==> config.mk <==
export PLATFORM = sky130hd
export DESIGN_NAME = request_serializer
export DESIGN_NICKNAME = d
export VERILOG_FILES = /design/src/rtl/tpm_pkg.sv /design/src/rtl/request_serializer.sv
export SDC_FILE = /design/constraint.sdc
export NUM_CORES = 1
export LEC_CHECK = 0
export BUFFER_PORTS_ARGS = -buffer_cell sky130_fd_sc_hd__buf_2
export CAP_MARGIN = 5
export CORE_ASPECT_RATIO = 0.5
export CORE_MARGIN = 2
export CORE_UTILIZATION = 45
export CTS_CLUSTER_SIZE = 8
export DETAILED_ROUTE_END_ITERATION = 10
export MAX_ROUTING_LAYER = met4
export PLACE_DENSITY_LB_ADDON = 0.08
export SYNTH_ARGS = -nofsm -noshare
export SYNTH_HDL_FRONTEND = slang
export SYNTH_SLANG_ARGS = --single-unit
==> constraint.sdc <==
create_clock -name clk -period 2 [get_ports clk]
set_input_delay 0.4 -clock clk [delete_from_list [all_inputs] [get_ports clk]]
set_output_delay 0.4 -clock clk [all_outputs]
set_load 0.02 [all_outputs]
==> src/rtl/tpm_pkg.sv <==
// tpm_pkg: constants and types shared by the three-port request path
// (validity filter and request serializer).
package tpm_pkg;
  localparam int DATA_W = 8;
  localparam logic [1:0] PORT_ID_INVALID = 2'd0;
  localparam logic [1:0] PORT_ID_1 = 2'd1;
  localparam logic [1:0] PORT_ID_2 = 2'd2;
  localparam logic [1:0] PORT_ID_3 = 2'd3;
  typedef enum logic {IDLE, ISSUE} state_t;
  typedef struct packed {
    logic [DATA_W-1:0] data;
    logic [1:0]        id;
    logic [1:0]        tag;
  } slot_t;
endpackage

==> src/rtl/request_serializer.sv <==
// request_serializer: latches a compacted batch of up to three slots and
// issues it one slot per cycle to memory under a valid/ready handshake.
module request_serializer
  import tpm_pkg::*;
#(
  parameter int WIDTH = DATA_W
) (
  input  logic             clk,
  input  logic             rst_n,
  input  logic [WIDTH-1:0] slot1_in,
  input  logic [1:0]       slot1_id,
  input  logic [1:0]       slot1_tag,
  input  logic             slot1_valid,
  input  logic [WIDTH-1:0] slot2_in,
  input  logic [1:0]       slot2_id,
  input  logic [1:0]       slot2_tag,
  input  logic             slot2_valid,
  input  logic [WIDTH-1:0] slot3_in,
  input  logic [1:0]       slot3_id,
  input  logic [1:0]       slot3_tag,
  input  logic             slot3_valid,
  output logic             in_ready,
  output logic             mem_req_valid,
  output logic [WIDTH-1:0] mem_req_data,
  output logic [1:0]       mem_req_id,
  output logic [1:0]       mem_req_tag,
  input  logic             mem_req_ready,
  output logic             mem_req_last,
  output logic             protocol_err
);
  state_t      state_q;
  slot_t [2:0] slot_q;
  slot_t       cur;
  logic [1:0]  count_q, idx_q, count_d;
  logic        err_q, load, beat, nonprefix;
  // Outputs decode from registered state only, so a stalled beat holds steady
  // and reset drops mem_req_valid asynchronously.
  always_comb begin
    cur = idx_q == 2'd2 ? slot_q[2] : idx_q == 2'd1 ? slot_q[1] : slot_q[0];
    mem_req_valid = state_q == ISSUE;
    mem_req_last = mem_req_valid && idx_q == count_q - 2'd1;
    mem_req_data = mem_req_valid ? cur.data : '0;
    mem_req_id = mem_req_valid ? cur.id : PORT_ID_INVALID;
    mem_req_tag = mem_req_valid ? cur.tag : 2'd0;
    in_ready = !mem_req_valid || (mem_req_last && mem_req_ready);
    load = in_ready && slot1_valid;
    beat = mem_req_valid && mem_req_ready;
    count_d = !slot2_valid ? 2'd1 : slot3_valid ? 2'd3 : 2'd2;
    nonprefix = (!slot1_valid && (slot2_valid || slot3_valid)) ||
                (slot1_valid && !slot2_valid && slot3_valid);
  end
  always_ff @(posedge clk or negedge rst_n) begin
    if (!rst_n) begin
      state_q <= IDLE;
      slot_q  <= '0;
      count_q <= 2'd0;
      idx_q   <= 2'd0;
      err_q   <= 1'b0;
    end else begin
      if (in_ready && nonprefix) err_q <= 1'b1;
      if (load) begin
        slot_q[0] <= '{data: slot1_in, id: slot1_id, tag: slot1_tag};
        slot_q[1] <= '{data: slot2_in, id: slot2_id, tag: slot2_tag};
        slot_q[2] <= '{data: slot3_in, id: slot3_id, tag: slot3_tag};
        count_q   <= count_d;
        idx_q     <= 2'd0;
        state_q   <= ISSUE;
      end else if (beat) begin
        if (mem_req_last) state_q <= IDLE;
        else idx_q <= idx_q + 2'd1;
      end
    end
  end
  assign protocol_err = err_q;
endmodule
==> flow_summary.json <==
{
  "grt_max_degree": 43,
  "synth_compound_area_share_pct": 5.88,
  "area_growth_pct": 31.2,
  "synth_fp_nets": 209,
  "finClkSkew_ps": 6.01,
  "ys_warn_count": 0,
  "synth_fa_ha_area_share_pct": 1.18,
  "cts.htree.levels": 2,
  "layout.nets": 278,
  "hold_viol": 0,
  "synthXorXnorAreaFrac_pct": 0.764,
  "ys_ff_latch": 42,
  "tritoncts": "built",
  "power.leakage_nw": 1.36,
  "wire_per_inst_um": 14.7,
  "vias": 1441,
  "slowest_stage": "dfrtp_2",
  "timing.rr.end": "slot_q[5]",
  "crit_family": "multiplexers",
  "gp_congestion": 0.785,
  "grt.total_usage_pct": 18.4,
  "io_pins": 58,
  "die-area_sq_um": 5330,
  "whs_ps": 174,
  "fmax_mhz": 478,
  "worstPathBufferInverterCount": 3,
  "numPortBuffers": 57,
  "crit_fanout": 26,
  "syn_area_sq_um": 2130,
  "powerDensity_nw_per_um2": 1900,
  "r2r_cells": 7,
  "worst_slew_pin_slew_ps": 545,
  "ys_types": 24,
  "synth_edf_count": 0,
  "vdd_drop_max_v": 0.000736,
  "yosys-mux-area-fraction_pct": 30.3,
  "dp_cells": 280,
  "status": "finished with violations",
  "dp_hpwl_mm": 2.92,
  "hold_class": "in2async",
  "setup-tns-final_ps": -2190,
  "root_buffer": "clkbuf_8",
  "syn_avg_cell_area_sq_um": 12.9,
  "drv_slew": 0,
  "timing.rr.start": "idx_q[1]",
  "core_sq_um": 4470,
  "seq_area_frac_synth_pct": 49.4,
  "grt_pass1_wl_mm": 7.12,
  "drt_first_pass_iters": 4,
  "setup_slack_ps": -94.0,
  "cts_made_buffers": 5,
  "crit_arrival_ps": 2270,
  "via_per_inst": 4.93,
  "cpPeakStageDelay_ps": 460,
  "multiInputGateArea_sq_um": 1040,
  "drc_errors": 0,
  "seqCellArea_sq_um": 1050,
  "netlist_instances": 165,
  "setup_viol": 40,
  "antenna_found_initial": 0,
  "antenna_left": 0,
  "fin_crit_ps": 2090,
  "num_rows": 17,
  "cpMostUsedCell": "buf_4",
  "clock_path_buffers": 2,
  "rrSetupSlack_ps": -90,
  "initial_utilization_pct": 47.7,
  "preCtsSetupSlack_ps": 148,
  "drive_above_1_share_pct": 55.3,
  "synthSimpleGateAreaFrac_pct": 8.34,
  "grt-ovfl-total": 0,
  "clock_latency_ps": 290,
  "cts_sinks": 42,
  "synthArstFlopShare_pct": 100,
  "drt-total-wl_mm": 4.30,
  "maxCapViolCount": 0,
  "cp-end-kind": "flip-flop",
  "final_cells": 292,
  "violations": "setup timing",
  "drt_first_iter_violations": 23,
  "die-height_um": 52.6,
  "nFillCells": 372,
  "ys_dominant_reg_cell": "dfrtp_1",
  "cp_data_required_time_ps": 2180,
  "path_cells": "xor2_2 > mux2i_2 > buf_4 > buf_4 > a31oi_4 > buf_12 > mux2_2",
  "finalCritPeriodShare_pct": 105,
  "grt_pass1_vias": 1502,
  "n_antenna_cell": 0,
  "synth_top_family_by_area": "multiplexers",
  "critPathKind": "reg2reg",
  "die_x_um": 101,
  "start_kind": "flip-flop",
  "clk_pin_slew_ps": 80,
  "maxSlewHeadroom_pct": 63.7,
  "grt_setup_unrepaired": "true"
}
where the power goes:
part	internal (W)	total (W)	leakage [nW]	switching (W)
Clock	0.000245	0.000543	0.0441	0.000298
Combinational	0.00188	0.00322	0.825	0.00134
Sequential	0.00128	0.00155	0.489	0.000266
Total	0.00341	0.00531	1.36	0.00190
cell type report:
cell class,instances,area share (%)
repair buffers,71,18.9
flip-flops and latches,42,37.7
well taps,57,2.55
clock buffers,5,2.46
clock inverters,3,0.761
multi-input cells,111,37.2
inverters,3,0.403
state kept, by name (all words and copies together), names as in the netlist:
register       flops
slot_q            36
count_q            2
idx_q              2
mem_req_valid      1
protocol_err       1
cells in the final DEF, fill, tap and decap left out, types with 9 or more instances in the layout:
| cell | synthesis | final |
|---|---|---|
| buf_6 | 1 | 13 |
| mux2i_1 | 13 | 12 |
| and2_1 | 13 | 9 |
| o21ai_1 | 0 | 10 |
| buf_2 | 1 | 44 |
| buf_4 | 1 | 9 |
| mux2_2 | 19 | 18 |
| dfrtp_1 | 42 | 40 |
| mux2_4 | 20 | 21 |
| nand2_1 | 15 | 15 |
synth_stat cells (2+ instances only):
| cell type | number | share of area [%] |
|---|---|---|
| clkbuf_1 | 4 | 0.70 |
| o21ai_0 | 13 | 3.1 |
| nand2_1 | 15 | 2.6 |
| a21oi_1 | 2 | 0.47 |
| mux2i_1 | 13 | 6.1 |
| a21o_1 | 3 | 1.1 |
| ha_1 | 2 | 1.2 |
| inv_1 | 3 | 0.53 |
| dfrtp_1 | 42 | 49 |
| buf_12 | 2 | 1.9 |
| and2_1 | 13 | 3.8 |
| mux2_2 | 19 | 10 |
| nand2b_1 | 4 | 1.2 |
| mux2_4 | 20 | 14 |
repair_timing:
item / CTS / global route
hold endpoints to repair: 0 / 0
hold buffers: 0 / 0
endpoints found under the setup margin: 14 / 21
setup buffers: 2 / 1
pin swaps: 2 / 2
cloned: 0 / 1
gates resized for setup: 49 / 8
metal layers:
layer | global-route usage, % | wire length (um) | vias to the layer above
met5 | - | 0 | -
met4 | 3.38 | 19 | 0
met3 | 6.00 | 220 | 2
met2 | 29.6 | 2010 | 31
met1 | 23.3 | 2050 | 703
li1 | - | - | 705
logic make-up after synthesis:
logic type               after synthesis
AO/OA/AOI/OAI                         21
XOR/XNOR                               1
adder cells (fa/ha/maj)                2
buffers and inverters                 12
flip-flops                            42
multiplexers                          52
AND/OR/NAND/NOR                       35
worst max-delay path by stage:
stage | slack, ps | from | depth (start not counted) | endpoint
after global placement | 180 | count_q[1] | 5 | mem_req_last
after floorplan | 70 | idx_q[1] | 3 | in_ready
after global routing | -170 | idx_q[1] | 7 | slot_q[16]
after CTS | -70 | idx_q[1] | 7 | mem_req_data[3]
after detailed placement | 150 | idx_q[1] | 7 | mem_req_data[1]
final | -90 | idx_q[1] | 7 | slot_q[5]
through the flow:
stage	cell area, sq um	utilization [%]	power, W
2_1_floorplan	2130	-	0.00343
5_1_grt	2790	62.5	0.00568
6_report	2790	62.5	0.00531
3_3_place_gp	2500	56.1	0.00403
3_5_place_dp	2500	56.1	0.00409
4_1_cts	2740	61.3	0.00519
Power figures use the tool's default switching activity.
